File: src/rtl/if_fetch_stage.sv
// Instruction-fetch stage: PC register, req/ack fetch to instruction memory, IF/ID register.
// Optional IF_PERF_CNT_EN build macro adds saturating redirect and bubble counters.
module if_fetch_stage #(
  parameter logic [31:0] PC_RESET = 32'h0000_0000,
  parameter logic [31:0] INST_NOP = 32'h0000_0000
) (
  input  logic        clk,
  input  logic        rst,
  input  logic        freeze,
  input  logic        Br_taken,
  input  logic [31:0] Br_Addr,
  output logic        imem_req,
  output logic [31:0] imem_addr,
  input  logic        imem_ack,
  input  logic [31:0] imem_rdata,
  output logic [31:0] IF_PC,
  output logic [31:0] IF_Inst,
  output logic        IF_valid,
  output logic [15:0] redir_cnt,
  output logic [15:0] bubble_cnt
);

  typedef enum logic [1:0] {StFetch, StHold, StFlush} state_e;

  state_e      state_q, state_d;
  logic [31:0] pc_q, pc_d;
  logic [31:0] skid_q, skid_d;
  logic [31:0] if_pc_q, if_pc_d;
  logic [31:0] if_inst_q, if_inst_d;
  logic        if_valid_q, if_valid_d;
  logic [31:0] pc_plus4;

  assign pc_plus4 = pc_q + 32'd4;

  always_ff @(posedge clk or negedge rst) begin
    if (!rst) begin
      state_q    <= StFetch;
      pc_q       <= PC_RESET;
      skid_q     <= '0;
      if_pc_q    <= '0;
      if_inst_q  <= INST_NOP;
      if_valid_q <= 1'b0;
    end else begin
      state_q    <= state_d;
      pc_q       <= pc_d;
      skid_q     <= skid_d;
      if_pc_q    <= if_pc_d;
      if_inst_q  <= if_inst_d;
      if_valid_q <= if_valid_d;
    end
  end

  always_comb begin
    state_d    = state_q;
    pc_d       = pc_q;
    skid_d     = skid_q;
    if_pc_d    = if_pc_q;
    if_inst_d  = if_inst_q;
    if_valid_d = if_valid_q;
    if (Br_taken) begin
      // Redirect beats freeze and ack; any in-flight fetch is drained by a FLUSH cycle.
      pc_d       = Br_Addr;
      if_inst_d  = INST_NOP;
      if_valid_d = 1'b0;
      skid_d     = '0;
      state_d    = (state_q == StHold) ? StFetch : StFlush;
    end else begin
      unique case (state_q)
        StFetch: begin
          if (imem_ack) begin
            if (freeze) begin
              skid_d  = imem_rdata;
              state_d = StHold;
            end else begin
              if_pc_d    = pc_plus4;
              if_inst_d  = imem_rdata;
              if_valid_d = 1'b1;
              pc_d       = pc_plus4;
            end
          end else if (!freeze) begin
            if_inst_d  = INST_NOP;
            if_valid_d = 1'b0;
          end
        end
        StHold: begin
          if (!freeze) begin
            if_pc_d    = pc_plus4;
            if_inst_d  = skid_q;
            if_valid_d = 1'b1;
            pc_d       = pc_plus4;
            state_d    = StFetch;
          end
        end
        StFlush: begin
          if_inst_d  = INST_NOP;
          if_valid_d = 1'b0;
          state_d    = StFetch;
        end
        default: state_d = StFetch;
      endcase
    end
  end

  // Request drops combinationally with reset so an abandoned fetch is not re-presented.
  assign imem_req  = rst & (state_q == StFetch);
  assign imem_addr = pc_q;
  assign IF_PC     = if_pc_q;
  assign IF_Inst   = if_inst_q;
  assign IF_valid  = if_valid_q;

`ifdef IF_PERF_CNT_EN
  logic [15:0] redir_q, bubble_q;
  logic        bubble_load;

  assign bubble_load = Br_taken | (state_q == StFlush) |
                       ((state_q == StFetch) & !imem_ack & !freeze);

  always_ff @(posedge clk or negedge rst) begin
    if (!rst) begin
      redir_q  <= '0;
      bubble_q <= '0;
    end else begin
      if (Br_taken && redir_q != 16'hFFFF) redir_q <= redir_q + 16'd1;
      if (bubble_load && bubble_q != 16'hFFFF) bubble_q <= bubble_q + 16'd1;
    end
  end

  assign redir_cnt  = redir_q;
  assign bubble_cnt = bubble_q;
`else
  assign redir_cnt  = 16'h0;
  assign bubble_cnt = 16'h0;
`endif

endmodule

File: config.mk
export PLATFORM = sky130hd
export DESIGN_NAME = if_fetch_stage
export DESIGN_NICKNAME = d
export VERILOG_FILES = /design/src/rtl/if_fetch_stage.sv
export SDC_FILE = /design/constraint.sdc
export NUM_CORES = 1
export LEC_CHECK = 0
export CORE_ASPECT_RATIO = 1.1
export CORE_MARGIN = 1
export CORE_UTILIZATION = 40
export CTS_CLUSTER_SIZE = 8
export DETAILED_ROUTE_END_ITERATION = 10
export GPL_TIMING_DRIVEN = 0
export PLACE_DENSITY = 0.68
export SYNTH_ARGS = -nofsm -noshare
export SYNTH_HDL_FRONTEND = slang
export SYNTH_SLANG_ARGS = --single-unit
export TNS_END_PERCENT = 100
File: constraint.sdc
create_clock -name clk -period 4.5 [get_ports clk]
set_input_delay 0.9 -clock clk [delete_from_list [all_inputs] [get_ports clk]]
set_output_delay 0.9 -clock clk [all_outputs]
set_load 0.02 [all_outputs]
==> results.sh, run 1 <==
export IMPL_seq_area_frac_synth=0.488
export IMPL_synthArstFlopShare=1.00
export IMPL_power_density_mw_per_mm2=392
export IMPL_fp_coreArea_mm2=0.0164
export IMPL_r2r_start="state_q[0]"
export IMPL_period_share=0.703
export IMPL_dr_pass1_iters=11
export IMPL_cts_buffers=17
export IMPL_setup_viol=0
export IMPL_post_synth_top_count_cell="nand2_1"
export IMPL_dieWidth_um=126
export IMPL_r2r_slack_ns=2.15
export IMPL_cts_max_level=4
export IMPL_post_cts_resized=0
export IMPL_synth_top_area_share=0.488
export IMPL_p_leak_uw=0.00386
export IMPL_die_area_mm2=0.0173
export IMPL_cts_hold_buf=0
export IMPL_finClkSkew_ns=0.00676
export IMPL_synth_edff_count=0
export IMPL_area_growth_pct=39.7
export IMPL_drt_iter0_markers=399
export IMPL_routed_wl_um=19100
export IMPL_fmax_ghz=0.316
export IMPL_violations="design-rule violations"
export IMPL_wl_per_cell_um=16.4
export IMPL_ys_warn_count=0
export IMPL_clockBufferDepth=2
export IMPL_cts_tree="yes"
export IMPL_ys_types=43
export IMPL_num_vias=5893
export IMPL_crit_start="rst"
export IMPL_cp_data_required_time_ns=3.60
export IMPL_crit_arrival_ns=2.26
export IMPL_grt_pass1_vias=5766
export IMPL_endpoint="imem_req"
export IMPL_rows=49
export IMPL_outcome="complete, but fails checks"
export IMPL_r2r_end="IF_Inst[3]"
export IMPL_synth_area_top_cells="dfrtp_1 (49%), nand2_1 (9.9%), buf_4 (4.2%), xor2_1 (4.0%), a22oi_1 (3.7%)"
export IMPL_finalHoldViolCount=0
export IMPL_slew_headroom=0.534
export IMPL_ios=199
export IMPL_worst_r2r_cell_count=8
export IMPL_stdcell_count=1164
export IMPL_min_period_ns=3.16
export IMPL_hp_class="input port to asynchronous set/reset pin"
export IMPL_grtUsageTotal=0.228
export IMPL_dp_cells=1132
export IMPL_path_class="input port to primary output"
export IMPL_clock_sinks=131
export IMPL_gr_total_overflow=0
export IMPL_grt_max_degree=75
export IMPL_synth_top_area_cell="dfrtp_1"
export IMPL_cts_root_buf="clkbuf_16"
export IMPL_die_h_um=138
export IMPL_post_cts_setup_buffers=0
export IMPL_clk_pin_slew_ns=0.05
export IMPL_finalMaxSlewViolations=0
export IMPL_io_buffer_count=165
export IMPL_drive_gt1_frac=0.108
export IMPL_antenna_left=0
export IMPL_critPathMaxFanout=59
export IMPL_worstSkewPairLatency_ns=0.42
export IMPL_synth_common_cells="nand2_1 (177), dfrtp_1 (131), o21ai_0 (43)"
export IMPL_drcViolationCount=12
export IMPL_place_gp_congestion=0.895
export IMPL_grt_first_pass_wirelength_um=30200
export IMPL_place_detailed_hpwl_um=13900
export IMPL_end_kind="primary output"
export IMPL_post_route_util=0.574
export IMPL_tightest_slew_ns=0.697
export IMPL_fill_cells=1440
export IMPL_antenna_found_initial=0
export IMPL_ir_worst_vdd_uv=268
export IMPL_rsz0062_at_grt="false"
export IMPL_start_kind="input port"
export IMPL_synth_flop_cell="dfrtp_1"
export IMPL_diodes=0
export IMPL_ys_seq_elements=131
export IMPL_nets=1020
export IMPL_maxCapViolations=0
export IMPL_synth_area_mm2=0.00672
export IMPL_syn_avg_cell_area_um2=9.20
export IMPL_drt_vias_per_instance=5.06
export IMPL_start_util=0.411
export IMPL_synthCells=731
-- flip-flops by register name (all words and copies together), names as in the netlist --
signal / count
skid_q: 32
IF_valid: 1
imem_addr: 32
state_q: 2
IF_PC: 32
IF_Inst: 32
-- stage by stage --
stage | setup slack [ns] | instance area (um^2) | TNS (ns) | hold slack (ns) | power [uW]
2_1_floorplan | 2.35 | 6840 | 0 | 0.458 | 1830
3_3_place_gp | -3.50 | 8750 | -384.92 | 0.460 | 2240
3_5_place_dp | 1.33 | 8770 | 0 | 0.467 | 2260
4_1_cts | 1.33 | 9390 | 0 | 0.476 | 3710
5_1_grt | 1.24 | 9390 | 0 | 0.492 | 3840
6_report | 1.34 | 9390 | 0 | 0.464 | 3680
-- layer usage --
metal / track usage / part of all wire / up-vias / wire length [um]
met1: 0.290 / 0.43 / 2792 / 8150
met4: 0.0955 / 0.022 / 0 / 421
met2: 0.384 / 0.49 / 206 / 9340
met5: 0 / 0 / - / 0
li1: - / - / 2868 / -
met3: 0.0440 / 0.062 / 27 / 1190
-- how the worst min path moves through the flow --
stage | start | to | slack [ns]
after floorplan | imem_addr[0] | IF_PC[0] | 0.46
after global placement | IF_PC[1] | IF_PC[1] | 0.46
final | rst | IF_PC[1] | 0.46
after global routing | rst | IF_PC[1] | 0.49
after detailed placement | IF_Inst[14] | IF_Inst[14] | 0.47
after CTS | rst | IF_PC[0] | 0.48
-- critical path: stages --
cell and delay [ns]:
buf_6 0.44, and2_1 0.26, clkdlybuf4s50_1 0.62
-- layout by cell type, fill, tap and decap left out, types with 5 or more instances in the layout --
cell type        Yosys  final
a21oi_1             34     34
conb_1               1     32
xor2_1              31     31
dfrtp_1            131    131
o31ai_1             33     33
o21ai_1             14     14
nor3_1               5      5
and3_1               5      5
buf_2                9      9
nor3_2               5      5
buf_4               38     38
clkinvlp_4           0      5
nand4_1             15     15
nand2_1            177    177
nand3_1             24     24
xnor2_1             25     25
a22oi_1             33     33
clkbuf_1            38     40
o21ai_0             43     43
clkbuf_16            0     17
nor2_1              17     17
clkdlybuf4s50_1      0    164
and2_1               5      5
-- layout make-up --
cell class / instances / area, um^2 / share of cell area
repair buffers: 166 / 1680 / 0.179
clock inverters: 13 / 185 / 0.0197
flip-flops and latches: 131 / 3280 / 0.349
clock buffers: 19 / 433 / 0.0461
inverters: 4 / 15.0 / 0.00160
well taps: 204 / 255 / 0.0272
multi-input cells: 536 / 3030 / 0.323
plain buffers: 91 / 512 / 0.0545
-- report_power, final --
group	switching, uW	leakage (uW)	internal, uW	total [uW]
sequential	104	0.00171	1300	1410
clock	527	0.000285	925	1450
combinational	448	0.00186	377	824
-- logic make-up (layout without fill, tap and decap cells) --
kind of cell             Yosys count  after routing  share of synthesized area
other                              1             32                   0.000558
buffers and inverters             95            293                     0.0784
multiplexers                       6              6                    0.00968
adder cells (fa/ha/maj)            4              4                    0.00744
AND/OR/NAND/NOR                  279            279                      0.200
XOR/XNOR                          56             56                     0.0730
AO/OA/AOI/OAI                    159            159                      0.143
flip-flops                       131            131                      0.488
Note: power is estimated with default switching activity, not from simulation.
==> run 2: changes to the inputs <==
==> constraint.sdc (replaced) <==
create_clock -name clk -period 3.29 [get_ports clk]
set_input_delay 0.658 -clock clk [delete_from_list [all_inputs] [get_ports clk]]
set_output_delay 0.658 -clock clk [all_outputs]
set_load 0.02 [all_outputs]
==> results of run 2 <==
Same layout as run 1 (identical final DEF). Status: complete, but fails checks: design-rule violations.
Among the figures that moved: setup slack after placement 1.33 ns -> 0.594 ns; setup slack after layout 1.34 ns -> 0.612 ns; hold slack 0.464 ns -> 0.222 ns; register-to-register setup slack 2.15 ns -> 0.94 ns; total power 3680 uW -> 5040 uW; worst IR drop on VDD 268 uV -> 367 uV
